$ cat src/rtl/cluster_tau_pkg.sv
// -----------------------------------------------------------------------------
// cluster_tau_pkg
// Shared definitions for the cluster_tau transmit-side driver.
//   TAU_WORDS    : number of upstream words that make up one cluster triple
//   TAU_WIDTH    : default bus width used by the typedefs below
//   tau_triple_t : one triple as launched onto input_0..input_2
//   tau_result_t : one result pair as captured from output_0/output_1
//   tau_next_idx : assembly counter step, 0 -> 1 -> 2 -> 0
// -----------------------------------------------------------------------------
package cluster_tau_pkg;

  localparam int TAU_WORDS = 3;
  localparam int TAU_WIDTH = 32;

  typedef struct packed {
    logic [TAU_WIDTH-1:0] word0;
    logic [TAU_WIDTH-1:0] word1;
    logic [TAU_WIDTH-1:0] word2;
  } tau_triple_t;

  typedef struct packed {
    logic [TAU_WIDTH-1:0] data0;
    logic [TAU_WIDTH-1:0] data1;
  } tau_result_t;

  function automatic logic [1:0] tau_next_idx(input logic [1:0] idx);
    return (idx == 2'(TAU_WORDS - 1)) ? 2'd0 : idx + 2'd1;
  endfunction

endpackage

$ cat src/rtl/cluster_tau_driver_fifo.sv
// -----------------------------------------------------------------------------
// tau_result_fifo
// Synchronous result FIFO, registered head (no fall-through).
//   clk, rst     : clock, asynchronous active-high reset
//   i_push       : write i_push_data at the tail this cycle
//   i_pop        : consume the head this cycle (ignored while empty)
//   o_pop_data   : head entry, forced to zero while empty
//   o_valid      : FIFO holds at least one entry
//   o_count      : number of stored entries, 0..DEPTH
// -----------------------------------------------------------------------------
module tau_result_fifo #(
  parameter int WIDTH = 64,
  parameter int DEPTH = 4
) (
  input  logic                       clk,
  input  logic                       rst,
  input  logic                       i_push,
  input  logic [WIDTH-1:0]           i_push_data,
  input  logic                       i_pop,
  output logic [WIDTH-1:0]           o_pop_data,
  output logic                       o_valid,
  output logic [$clog2(DEPTH):0]     o_count
);

  localparam int PW = $clog2(DEPTH);
  localparam int CW = PW + 1;

  logic [WIDTH-1:0] r_mem [DEPTH];
  logic [PW-1:0]    r_wr_ptr;
  logic [PW-1:0]    r_rd_ptr;
  logic [CW-1:0]    r_count;
  logic             w_pop;

  assign o_valid    = (r_count != '0);
  assign w_pop      = i_pop && o_valid;
  // Gating the head keeps the output at zero after reset without clearing the array.
  assign o_pop_data = o_valid ? r_mem[r_rd_ptr] : '0;
  assign o_count    = r_count;

  // NOTE: storage array has no reset; only pointers/count define what is valid,
  // which keeps the array mappable onto plain RAM/flops without reset fan-out.
  always_ff @(posedge clk) begin
    if (i_push) begin
      r_mem[r_wr_ptr] <= i_push_data;
    end
  end

  // Pointers are exactly PW bits wide, so the increment wraps on its own.
  always_ff @(posedge clk or posedge rst) begin
    if (rst) begin
      r_wr_ptr <= '0;
      r_rd_ptr <= '0;
      r_count  <= '0;
    end else begin
      if (i_push) r_wr_ptr <= r_wr_ptr + PW'(1);
      if (w_pop)  r_rd_ptr <= r_rd_ptr + PW'(1);
      case ({i_push, w_pop})
        2'b10:   r_count <= r_count + CW'(1);
        2'b01:   r_count <= r_count - CW'(1);
        default: r_count <= r_count;
      endcase
    end
  end

  // The driver's credit scheme must make a push into a full FIFO impossible.
  a_no_overflow: assert property (@(posedge clk) disable iff (rst)
    !(i_push && (r_count == CW'(DEPTH)) && !w_pop));

endmodule

$ cat src/rtl/cluster_tau_driver.sv
// -----------------------------------------------------------------------------
// cluster_tau_driver
// Assembles a word-serial upstream stream into triples, launches each triple
// onto the cluster inputs with a one-cycle strobe, captures the cluster result
// LATENCY cycles later and returns it on a valid/ready stream. Credits bound
// launched-plus-buffered results to RES_DEPTH so no result can be dropped.
//   clk, rst                    : clock, asynchronous active-high reset
//   s_data, s_valid, s_ready    : upstream word stream
//   input_0, input_1, input_2   : registered cluster inputs (held between launches)
//   launch                      : one-cycle pulse, first cycle of a new triple
//   output_0, output_1          : cluster results, sampled LATENCY cycles after launch
//   m_data0, m_data1, m_valid,
//   m_ready                     : result pair stream from the result FIFO head
// -----------------------------------------------------------------------------
module cluster_tau_driver
  import cluster_tau_pkg::*;
#(
  parameter int WIDTH     = 32,
  parameter int LATENCY   = 2,
  parameter int RES_DEPTH = 4
) (
  input  logic             clk,
  input  logic             rst,
  input  logic [WIDTH-1:0] s_data,
  input  logic             s_valid,
  output logic             s_ready,
  output logic [WIDTH-1:0] input_0,
  output logic [WIDTH-1:0] input_1,
  output logic [WIDTH-1:0] input_2,
  output logic             launch,
  input  logic [WIDTH-1:0] output_0,
  input  logic [WIDTH-1:0] output_1,
  output logic [WIDTH-1:0] m_data0,
  output logic [WIDTH-1:0] m_data1,
  output logic             m_valid,
  input  logic             m_ready
);

  localparam int CW = $clog2(RES_DEPTH) + 1;
  localparam int IW = $clog2(LATENCY + 1);
  localparam logic [1:0] LAST_IDX = 2'(TAU_WORDS - 1);

  logic [1:0]         r_idx;
  logic [WIDTH-1:0]   r_sh0;
  logic [WIDTH-1:0]   r_sh1;
  logic [WIDTH-1:0]   r_in0;
  logic [WIDTH-1:0]   r_in1;
  logic [WIDTH-1:0]   r_in2;
  logic               r_launch;
  logic [LATENCY-1:0] r_tok;
  logic [IW-1:0]      r_inflight;

  logic               w_last;
  logic               w_s_fire;
  logic               w_launch_next;
  logic               w_capture;
  logic [CW-1:0]      w_count;
  logic [CW-1:0]      w_credit;
  logic [2*WIDTH-1:0] w_head;
  logic               w_m_valid;

  // s_ready depends only on registered state: the assembly index and credit.
  assign w_last        = (r_idx == LAST_IDX);
  assign w_credit      = CW'(RES_DEPTH) - (CW'(r_inflight) + w_count);
  assign s_ready       = !w_last || (w_credit != '0);
  assign w_s_fire      = s_valid && s_ready;
  assign w_launch_next = w_s_fire && w_last;
  assign w_capture     = r_tok[LATENCY-1];

  // NOTE: all clocked state uses non-blocking assignments so every register
  // samples pre-edge values regardless of block ordering.
  always_ff @(posedge clk or posedge rst) begin
    if (rst) begin
      r_idx <= 2'd0;
      r_sh0 <= '0;
      r_sh1 <= '0;
    end else if (w_s_fire) begin
      if (r_idx == 2'd0) r_sh0 <= s_data;
      if (r_idx == 2'd1) r_sh1 <= s_data;
      r_idx <= tau_next_idx(r_idx);
    end
  end

  // Word 2 bypasses the shadow registers and goes straight to input_2.
  always_ff @(posedge clk or posedge rst) begin
    if (rst) begin
      r_launch <= 1'b0;
      r_in0    <= '0;
      r_in1    <= '0;
      r_in2    <= '0;
    end else begin
      r_launch <= w_launch_next;
      if (w_launch_next) begin
        r_in0 <= r_sh0;
        r_in1 <= r_sh1;
        r_in2 <= s_data;
      end
    end
  end

  // Token enters during the launch cycle and reaches the top bit in cycle
  // L+LATENCY, which is when the cluster outputs belong to that triple.
  always_ff @(posedge clk or posedge rst) begin
    if (rst) begin
      r_tok      <= '0;
      r_inflight <= '0;
    end else begin
      r_tok <= (r_tok << 1) | LATENCY'(r_launch);
      case ({r_launch, w_capture})
        2'b10:   r_inflight <= r_inflight + IW'(1);
        2'b01:   r_inflight <= r_inflight - IW'(1);
        default: r_inflight <= r_inflight;
      endcase
    end
  end

  tau_result_fifo #(
    .WIDTH (2 * WIDTH),
    .DEPTH (RES_DEPTH)
  ) u_fifo (
    .clk         (clk),
    .rst         (rst),
    .i_push      (w_capture),
    .i_push_data ({output_0, output_1}),
    .i_pop       (m_ready),
    .o_pop_data  (w_head),
    .o_valid     (w_m_valid),
    .o_count     (w_count)
  );

  assign input_0 = r_in0;
  assign input_1 = r_in1;
  assign input_2 = r_in2;
  assign launch  = r_launch;
  assign m_valid = w_m_valid;
  assign m_data0 = w_head[2*WIDTH-1:WIDTH];
  assign m_data1 = w_head[WIDTH-1:0];

endmodule

$ cat config.mk
export PLATFORM = sky130hd
export DESIGN_NAME = cluster_tau_driver
export DESIGN_NICKNAME = d
export VERILOG_FILES = /design/src/rtl/cluster_tau_pkg.sv /design/src/rtl/cluster_tau_driver_fifo.sv /design/src/rtl/cluster_tau_driver.sv
export SDC_FILE = /design/constraint.sdc
export NUM_CORES = 1
export LEC_CHECK = 0
export ABC_CLOCK_PERIOD_IN_PS = 9400
export CORE_ASPECT_RATIO = 0.7
export CORE_UTILIZATION = 57
export CTS_CLUSTER_SIZE = 30
export DETAILED_ROUTE_END_ITERATION = 8
export PLACE_DENSITY = 0.94
export SLEW_MARGIN = 40
export SYNTH_ARGS = -nofsm -noshare
export SYNTH_HDL_FRONTEND = slang
export SYNTH_SLANG_ARGS = --single-unit
$ cat constraint.sdc
create_clock -name clk -period 9.4 [get_ports clk]
set_clock_uncertainty 0.15 [all_clocks]
set_input_delay 0.94 -clock clk [delete_from_list [all_inputs] [get_ports clk]]
set_output_delay 0.94 -clock clk [all_outputs]
set_load 0.05 [all_outputs]
==> reports/qor.csv, run 1 <==
stage;metric;value;unit
synth;syn_area;16400;um2
floorplanning;die_h;144;um
synth;synth_seq_area_share;73.4;%
min_path;holdPathStages;0;
synth;yosysMostFrequentCell;edfxtp_1;
final_layout;final_nets;1195;
route;first_pass_iters;5;
synth;synth_top_area_cell;edfxtp_1;
power_and_ir_drop;power_density;391;nW/um2
clock_network;cts_root_buf;clkbuf_16;
timing;fmax;225;MHz
synth;synth_seq_cells;430;
synth;synth_edf_count;256;
floorplanning;rows;51;
flow_run;cap_violations;0;
worst_setup_path;cp_top_family;buffers and inverters;
synth;syn_area_per_cell;20.3;um2
timing;hold_viol;0;
run_status;status;complete, no violations;
route;drc;0;
worst_setup_path;crit_buf_inv;2;
min_path;worstHoldEndpoint;r_tok[1];
power_and_ir_drop;intPower;4.88;mW
power_and_ir_drop;p_sw;3.24;mW
worst_setup_path;reg2reg_depth;7;
global_routing;antenna_found_initial;2;
synth;ys_warn_count;0;
synth;synth.distinct_cells;28;
timing;post-route-period-util;47.2;%
floorplanning;start_util;58.5;%
final_layout;drive_gt1_share;27.8;%
timing;final-setup-viol-count;0;
min_path;min_from;r_tok[0];
placement;port_buffers;262;
global_routing;grt_use_total;25.1;%
clock_network;clkLatencyLatePin;540;ps
timing;tns;0;ps
route;wl;36000;um
route;avgRoutedWirePerCell;24.2;um
worst_setup_path;worstPathArrival;3350;ps
worst_setup_path;worst-r2r-setup-slack;6330;ps
worst_setup_path;path_max_fanout;45;
global_routing;grt_max_degree;121;
floorplanning;die_area;29500;um2
worst_setup_path;slowest_delay;710;ps
clock_network;post_cts_buffers;0;
worst_setup_path;worstReg2RegEnd;input_0[22];
clock_network;cts_tree;done;
clock_network;numCtsBuffers;39;
route;ant_nets;0;
power_and_ir_drop;pwr-share-clk;19.4;%
global_routing;grt_pass1_wl;54400;um
worst_setup_path;slowest_stage;dfrtp_4;
power_and_ir_drop;power_leakage;7.63;nW
timing;tightest_slew;836;ps
worst_setup_path;start_kind;flop;
timing;setup_ws;4960;ps
route;viasPerCell;5.68;
floorplanning;die_w;205;um
synth;async_flop_share;40.5;%
synth;synth.area.top_cells;edfxtp_1 47%, dfrtp_1 27%, mux2_2 9.0%, mux4_2 8.8%, mux2_4 2.7%;
worst_setup_path;path_depth;4;
timing;final.min_clock_period;4440;ps
global_routing;grt_pass1_vias;9085;
power_and_ir_drop;ir_worst_vdd;0.000279;V
power_and_ir_drop;power.switching_fraction;39.9;%
clock_network;clk_path_buf_depth;3;
clock_network;clk_pin_slew_worst_paths;70;ps
clock_network;htree_levels;2;
clock_network;clock-sinks;430;
clock_network;cts-resized-gates;0;
timing;rsz0062_at_grt;no;
synth;synthCells;809;
floorplanning;io_pins;263;
timing;relSlewSlack;44.2;%
synth;ys.flop_type;edfxtp_1;
global_routing;overflow;0;
worst_setup_path;end_kind;output pin;
worst_setup_path;required;8310;ps
timing;finalMaxSlewViolations;0;
synth;synth_commonest_cells;256 x edfxtp_1, 174 x dfrtp_1, 131 x mux2_2;
power_and_ir_drop;seq_power_share;34.3;%
worst_setup_path;cp_cell_sequence;buf_6 > mux4_2 > and2_1 > clkdlybuf4s50_1;
placement;dp_slack;5460;ps
final_layout;area_growth_syn_to_layout;26.6;%
route;drt-initial-drc-count;595;
power_and_ir_drop;power_frac_comb;46.3;%
route;vias;8455;
placement;place_hpwl;22400;um
synth;synth.top_cell.area_share;46.9;%
worst_setup_path;crit_type;flop to output pin;
clock_network;holdBufCountCts;0;
placement;place_congestion;0.727;
min_path;hold_path.class;flop to flop;
worst_setup_path;r2r-start;u_fifo.o_count[1];
synth;syn_nets;919;
floorplanning;coreArea;28000;um2
==> sequential cells by signal (all words and copies together), names as in the netlist, 3 cells and up <==
| register | flops |
|---|---|
| r_sh0 | 32 |
| u_fifo.o_count | 3 |
| input_1 | 32 |
| u_fifo.r_mem | 256 |
| r_sh1 | 32 |
| input_2 | 32 |
| input_0 | 32 |
==> area by class of cell <==
class | count | area (um2)
well taps | 371 | 464
diodes | 1 | 2.50
multi-input cells | 328 | 4140
inverters | 13 | 61.3
fillers | 1518 | 7240
flip-flops and latches | 430 | 12000
repair buffers | 273 | 2780
clock buffers | 47 | 1060
clock inverters | 25 | 215
==> cell usage in the layout, fill, tap and decap left out, types with 5 or more instances in the layout <==
cell type        count
and2_1              65
xor2_1               5
mux2_4              29
edfxtp_1           256
clkdlybuf4s50_1    262
mux4_2              64
inv_1               12
clkbuf_16           40
clkinv_2            14
dfrtp_1            172
mux2_2             131
ha_1                 9
==> worst max path at each step <==
stage,from,to,slack (ps)
after detailed placement,u_fifo.r_rd_ptr[0],m_data1[8],5460
after CTS,u_fifo.r_rd_ptr[0],m_data1[8],4840
final,u_fifo.r_rd_ptr[0],m_data1[8],4960
after floorplan,rst,input_0[0],3590
after global placement,u_fifo.r_rd_ptr[0],m_data0[27],5230
after global routing,u_fifo.r_rd_ptr[0],m_data1[8],4730
==> worst reg2reg max path: cells and delay by family (launching register included) <==
kind	cells	cell delay (ps)
muxes	1	470
AOI/OAI and AO/OA	1	500
buffers and inverters	2	700
xor gates and xnor gates	1	250
DFF	1	410
adders and majority gates	2	480
==> per-stage QoR <==
stage	area (um2)	instances	hold WS [ps]	total power [mW]	util, %
3_5_place_dp	19500	1415	190	6.55	69.6
4_1_cts	20800	1487	206	8.18	74.1
6_report	20800	1488	203	8.12	74.1
3_3_place_gp	19400	1410	181	6.43	69.1
5_1_grt	20800	1488	209	8.43	74.1
2_1_floorplan	16400	809	181	5.33	-
==> cells by family after synthesis <==
family | Yosys count | share of synthesized area, %
AOI/OAI and AO/OA | 5 | 0.229
xor gates and xnor gates | 10 | 0.626
adders and majority gates | 10 | 0.809
buffers and inverters | 51 | 1.50
DFF | 430 | 73.4
muxes | 225 | 20.5
and+or+nand+nor | 78 | 2.91
==> per-layer routing <==
metal | GRT usage (%) | vias up | part of all wire, %
met3 | 7.10 | 56 | 8.2
met4 | 7.11 | 2 | 2.0
met5 | 0 | - | 0.028
met2 | 40.5 | 346 | 49
met1 | 33.6 | 4415 | 40
li1 | - | 3636 | -
==> power groups by stage <==
stage,Combinational (mW),Clock [mW],Sequential (mW)
after global placement,3.67,0,2.76
after CTS,3.79,1.61,2.79
after floorplan,1.91,0,3.43
final,3.76,1.58,2.78
after detailed placement,3.75,0,2.80
after global routing,3.91,1.68,2.84
Power figures use the tool's default switching activity.
==> run 2: changes to the inputs <==
--- a/config.mk
+++ b/config.mk
@@ -5,12 +5,12 @@
 export SDC_FILE = /design/constraint.sdc
 export NUM_CORES = 1
 export LEC_CHECK = 0
-export ABC_CLOCK_PERIOD_IN_PS = 9400
+export ABC_CLOCK_PERIOD_IN_PS = 3610
 export CORE_ASPECT_RATIO = 0.7
-export CORE_UTILIZATION = 57
+export CORE_UTILIZATION = 48
 export CTS_CLUSTER_SIZE = 30
 export DETAILED_ROUTE_END_ITERATION = 8
-export PLACE_DENSITY = 0.94
+export PLACE_DENSITY = 0.86
 export SLEW_MARGIN = 40
 export SYNTH_ARGS = -nofsm -noshare
 export SYNTH_HDL_FRONTEND = slang
==> constraint.sdc (replaced) <==
create_clock -name clk -period 3.61 [get_ports clk]
set_clock_uncertainty 0.15 [all_clocks]
set_input_delay 0.361 -clock clk [delete_from_list [all_inputs] [get_ports clk]]
set_output_delay 0.361 -clock clk [all_outputs]
set_load 0.05 [all_outputs]
==> reports/qor.csv, run 2 (same netlist as run 1, synthesis figures left out) <==
stage;metric;value;unit
run_status;status;complete, no violations;
clock_network;numCtsBuffers;40;
route;viasPerCell;5.30;
power_and_ir_drop;power_frac_comb;47.0;%
min_path;hold_path.class;primary input to async pin;
global_routing;antenna_found_initial;4;
worst_setup_path;required;3100;ps
floorplanning;die_h;157;um
placement;placed_cell_area;19600;um2
worst_setup_path;end_kind;output pin;
floorplanning;rows;56;
final_layout;fill_cells;2278;
power_and_ir_drop;power.switching_fraction;39.6;%
timing;fmax;291;MHz
clock_network;clk_path_buf_depth;3;
power_and_ir_drop;power_density;1010;nW/um2
worst_setup_path;start_kind;flop;
clock_network;holdBufCountCts;0;
clock_network;cts_tree;done;
floorplanning;io_pins;263;
global_routing;grt_use_total;20.0;%
timing;post-route-period-util;95.1;%
final_layout;final_area;20900;um2
timing;rsz0062_at_grt;no;
worst_setup_path;path_max_fanout;15;
final_layout;area_growth_syn_to_layout;27.6;%
global_routing;grt_pass1_wl;52800;um
final_layout;largest_reg_flops;256;
floorplanning;die_area;34900;um2
worst_setup_path;worstPathArrival;2920;ps
final_layout;final_nets;1210;
global_routing;overflow;0;
power_and_ir_drop;p_sw;8.36;mW
floorplanning;start_util;48.9;%
route;wl;34900;um
final_layout;drive_gt1_share;28.2;%
worst_setup_path;worstReg2RegEnd;input_0[28];
power_and_ir_drop;power;21.1;mW
final_layout;final_common_cell;clkdlybuf4s50_1;
placement;place_congestion;0.752;
timing;relSlewSlack;54.7;%
clock_network;clkLatencyLatePin;530;ps
route;drc;0;
global_routing;grt_max_degree;88;
worst_setup_path;reg2reg_depth;7;
timing;final-setup-viol-count;0;
clock_network;clk_pin_slew_worst_paths;60;ps
timing;hold_viol;0;
final_layout;final_cell_mix;261 x clkdlybuf4s50_1, 256 x edfxtp_1, 172 x dfrtp_1;
route;first_pass_iters;5;
global_routing;grt_pass1_vias;8960;
clock_network;htree_levels;2;
route;vias;8298;
route;ant_nets;0;
clock_network;cts_root_buf;clkbuf_16;
floorplanning;die_w;223;um
power_and_ir_drop;power_leakage;7.69;nW
placement;port_buffers;262;
timing;tightest_slew;679;ps
timing;finalMaxSlewViolations;0;
floorplanning;coreArea;33600;um2
timing;final.min_clock_period;3430;ps
route;avgRoutedWirePerCell;22.3;um
worst_setup_path;crit_type;flop to output pin;
clock_network;clock-sinks;430;
timing;tns;0;ps
placement;place_hpwl;21800;um
power_and_ir_drop;intPower;12.8;mW
route;drt-initial-drc-count;445;
power_and_ir_drop;seq_power_share;33.9;%
final_layout;max_flop_register;u_fifo.r_mem;
power_and_ir_drop;pwr-share-clk;19.1;%
worst_setup_path;worst-r2r-setup-slack;810;ps
power_and_ir_drop;ir_worst_vdd;0.000798;V
flow_run;cap_violations;0;
worst_setup_path;r2r-start;r_inflight[1];
==> run 2: changes by cell type in the layout (fill, tap and decap cells not counted), sizes merged <==
cell and change:
bufinv -1, clkinv -4, buf +14, dlymetal6s2s +1, clkbuf +4, clkdlybuf4s50 -1
==> run 2: how the worst max path moves through the flow <==
stage / start / depth (start not counted) / end / slack, ps
2_1_floorplan: rst / 1 / input_0[0] / 870
3_3_place_gp: u_fifo.r_rd_ptr[0] / 4 / m_data0[28] / 560
3_5_place_dp: u_fifo.r_rd_ptr[0] / 4 / m_data1[28] / 550
4_1_cts: r_inflight[1] / 6 / s_ready / 20
5_1_grt: u_fifo.r_rd_ptr[0] / 4 / m_data1[13] / 90
6_report: u_fifo.r_rd_ptr[0] / 4 / m_data1[30] / 180
==> run 2: critical path: stages, from the launching register on <==
cell and delay [ps]:
dfrtp_4 670, buf_4 270, mux4_2 520, and2_1 190, clkdlybuf4s50_1 730
==> run 2: cell type report <==
| type | count | area [um2] | share of cell area (%) |
|---|---|---|---|
| sequential | 430 | 12000 | 57.5 |
| timing repair buffer | 287 | 2900 | 13.8 |
| antenna | 1 | 2.50 | 0.0120 |
| clock inverter | 20 | 163 | 0.777 |
| multi-input combinational | 328 | 4140 | 19.8 |
| tap | 435 | 544 | 2.60 |
| clock buffer | 51 | 1090 | 5.22 |
| inverter | 13 | 52.6 | 0.251 |
==> run 2: per-stage QoR <==
stage          instances  hold slack (ps)  setup slack, ps  utilization [%]
3_3_place_gp        1492              181              564             58.5
3_5_place_dp        1492              186              555             58.5
5_1_grt             1564              153             88.5             62.4
2_1_floorplan        809              181              874                -
6_report            1565              114              176             62.4
4_1_cts             1564              103             22.3             62.4
==> run 2: timing repair <==
action / in CTS / in global routing
pin swaps: 0 / 0
gates resized for setup: 0 / 1
endpoints found under the setup margin: 22 / 1
endpoints found under the hold margin: 0 / 0
buffers inserted: 1 / 0
==> run 2: power by group through the flow <==
| stage | logic, mW | clock network [mW] | registers (mW) |
|---|---|---|---|
| final | 9.92 | 4.04 | 7.16 |
| after global routing | 10.3 | 4.30 | 7.30 |
| after CTS | 10.0 | 4.13 | 7.17 |
| after detailed placement | 9.85 | 0 | 7.26 |
| after global placement | 9.71 | 0 | 7.17 |
| after floorplan | 4.96 | 0 | 8.92 |
==> run 2: metal layers <==
layer | wire, um | global-route usage, % | vias to the layer above
met5 | 40 | 0 | -
met4 | 624 | 4.86 | 6
met3 | 2530 | 6.57 | 55
met2 | 17400 | 33.8 | 237
met1 | 14300 | 25.2 | 4341
li1 | - | - | 3659
==> RTL change, RTL diff (config.mk and constraints of run 2) <==
Reset style: synchronous (`rst`), changed in 4 clocked blocks. Comments in the files are not updated.
--- a/src/rtl/cluster_tau_driver_fifo.sv
+++ b/src/rtl/cluster_tau_driver_fifo.sv
@@ -46,7 +46,7 @@
   end
 
   // Pointers are exactly PW bits wide, so the increment wraps on its own.
-  always_ff @(posedge clk or posedge rst) begin
+  always_ff @(posedge clk) begin
     if (rst) begin
       r_wr_ptr <= '0;
       r_rd_ptr <= '0;
--- a/src/rtl/cluster_tau_driver.sv
+++ b/src/rtl/cluster_tau_driver.sv
@@ -69,7 +69,7 @@
 
   // NOTE: all clocked state uses non-blocking assignments so every register
   // samples pre-edge values regardless of block ordering.
-  always_ff @(posedge clk or posedge rst) begin
+  always_ff @(posedge clk) begin
     if (rst) begin
       r_idx <= 2'd0;
       r_sh0 <= '0;
@@ -82,7 +82,7 @@
   end
 
   // Word 2 bypasses the shadow registers and goes straight to input_2.
-  always_ff @(posedge clk or posedge rst) begin
+  always_ff @(posedge clk) begin
     if (rst) begin
       r_launch <= 1'b0;
       r_in0    <= '0;
@@ -100,7 +100,7 @@
 
   // Token enters during the launch cycle and reaches the top bit in cycle
   // L+LATENCY, which is when the cluster outputs belong to that triple.
-  always_ff @(posedge clk or posedge rst) begin
+  always_ff @(posedge clk) begin
     if (rst) begin
       r_tok      <= '0;
       r_inflight <= '0;
Function: differs if rst is asserted again (counterexample within 4 cycles, from zero or initial values and one cycle with rst high); with rst held inactive, the same outputs for 4 cycles.
==> RTL change against run 2 <==
Sequential share of layout area down 4.7 points; sequential cell count up 2; routed wire length up 5.0%; synthesized area up 2.7%; cell count up 23%; die area up 2.6%; design area up 1.3%; register-to-register slack better by 0.20 ns; setup slack better by 0.083 ns; non-clock buffer count down 7; highest routed layer is now met4.
Power is not compared: it rests on default switching activity, and its combinational part moved more than twofold at a synthesized area within 25%.
==> RTL change: results (changes against run 2) <==
- Status: completed (unchanged)
- Nets: 1,541 (was 1,210)
- Placer Congestion: 0.777 (was 0.752)
- Final WL: 36,700 um (was 34,900 um)
- Biggest register: u_fifo.r_mem (unchanged)
- Compound-cell area share of the yosys netlist: 2.31% (was 0.229%)
- # hold bufs at CTS: 0 (unchanged)
- CP peak stage delay: 0.79 ns (was 0.73 ns)
- DP HPWL: 23,000 um (was 21,800 um)
- Largest net degree at the start of global routing: 167 (was 88)
- Sequential area share after synthesis: 66.6% (was 73.4%)
- Routed vias/inst: 5.16 (was 5.30)
- Root buffer cell: clkbuf_16 (unchanged)
- Worst slew margin relative to its limit: 49.0% (was 54.7%)
- Adder-cell area share of the yosys netlist: 0.788% (was 0.809%)
- List of most frequent post-synthesis cells: 256 x edfxtp_1, 193 x nand2b_1, 176 x dfxtp_1, 130 x nand2_1, 97 x mux2i_1 (was 256 x edfxtp_1, 174 x dfrtp_1, 131 x mux2_2, 69 x and2_1, 64 x mux4_2)
- CP Data Arrival Time: 2.84 ns (was 2.92 ns)
- Initial antenna violation count: 2 (was 4)
- Setup bufs post-CTS: 0 (was 1)
- Post-synth net total: 1,295 (was 919)
- Post-synthesis cell type count: 31 (was 28)
- Clk Latency, worst-skew pair: 0.53 ns (about the same)
- Iter 0 DRT Violations: 512 (was 445)
- DP Worst Slack: 0.792 ns (was 0.555 ns)
- Global-route wire length before repair: 57,100 um (was 52,800 um)
- GRT Total Usage: 20.6% (was 20.0%)
- Drc violations: 0 (unchanged)
- Xor-xnor portion of the synthesized cell area: 0.505% (was 0.626%)
- CTS buffer count: 40 (unchanged)
- Crit-path max FO: 6 (was 15)
- DP Area: 0.0200 mm^2 (was 0.0196 mm^2)
- Top delay family on crit path: buffers and inverters (unchanged)
- YS warnings: 0 (unchanged)
- Post-cts resize count: 0 (unchanged)
- Mux cell area share after synthesis: 14.3% (was 20.5%)
- Fraction of registers with async set/reset: 0% (was 40.5%)
- Port Buf Inserts: 262 (unchanged)
- 1st-pass router iterations: 5 (unchanged)
- Clock transition at path regs: 0.06 ns (about the same)
- EDFF count, synth: 256 (unchanged)
- Vias in the first global route: 10,200 (was 8,960)
- Max Buffers Root-to-Sink: 3 (unchanged)
- Max reg flops: 256 (unchanged)
- Max VDD drop: 345 uV
- Max-cap violations: 0 (unchanged)
- # H-tree levels: 2 (unchanged)
- P_leak: 0.00677 uW
- CP max-delay cell: clkdlybuf4s50_1 (unchanged)
- Area contributors post-synth: edfxtp_1 46%, dfxtp_1 21%, mux4_2 8.6%, nand2b_1 7.2%, mux2i_1 5.8% (was edfxtp_1 47%, dfrtp_1 27%, mux2_2 9.0%, mux4_2 8.8%, mux2_4 2.7%)
- Hold crit path type: reg -> reg (was in -> async)
- Synth Flop Type: edfxtp_1 (unchanged)
- Share of cells above drive strength 1: 10.0% (was 28.2%)
==> RTL change: final timing paths <==
path                          start          end  slack (ns)  depth (start not counted)
setup reg to reg  u_fifo.o_count[0]  input_1[16]        1.01                          7
hold reg to reg            r_sh0[0]     r_sh0[0]        0.30                          2
setup / recovery  u_fifo.o_count[1]      s_ready        0.26                          7
hold / removal             r_sh0[0]     r_sh0[0]        0.30                          2
==> RTL change: power breakdown <==
group | leakage, uW | switching, uW | internal, uW | total [uW]
combinational | 0.00247 | 289 | 243 | 532
sequential | 0.00373 | 32.3 | 5270 | 5300
clock | 0.000583 | 1740 | 2130 | 3870
total | 0.00677 | 2060 | 7640 | 9700
==> RTL change: metrics by stage <==
step / total power (uW) / std cells
after CTS: 9790 / 1923
after global placement: 5920 / 1853
after detailed placement: 5930 / 1853
after global routing: 10000 / 1924
final: 9700 / 1924
after floorplan: 5690 / 1185
==> RTL change: cells by family after synthesis <==
group,Yosys count
buf+inv,86
flops,432
mux,161
compound gates,75
xor+xnor,8
simple gates,413
fa+ha+maj,10
==> RTL change: final cells by class <==
class | instances | area, um^2
clock buffer | 55 | 1100
fill | 2448 | 12800
clock inverter | 15 | 82.6
antenna | 1 | 2.50
tap | 464 | 581
timing repair buffer | 280 | 2910
sequential | 432 | 11200
inverter | 10 | 37.5
multi-input combinational | 667 | 5280
==> RTL change: worst register-to-register path: stages (launching register included) <==
cell and delay [ns]:
dfxtp_1 0.42, inv_1 0.11, ha_1 0.20, ha_1 0.19, xor3_1 0.24, o311a_4 0.63, buf_4 0.37, mux2i_1 0.22
==> RTL change: routing by layer <==
layer	share of wire [%]	up-vias	global-route usage (%)	wire length, um
met5	0	-	0	0
met2	50	258	35.1	18400
met4	3.3	0	7.64	1230
li1	-	4678	-	-
met3	5.4	63	4.22	1970
met1	41	4938	25.9	15100
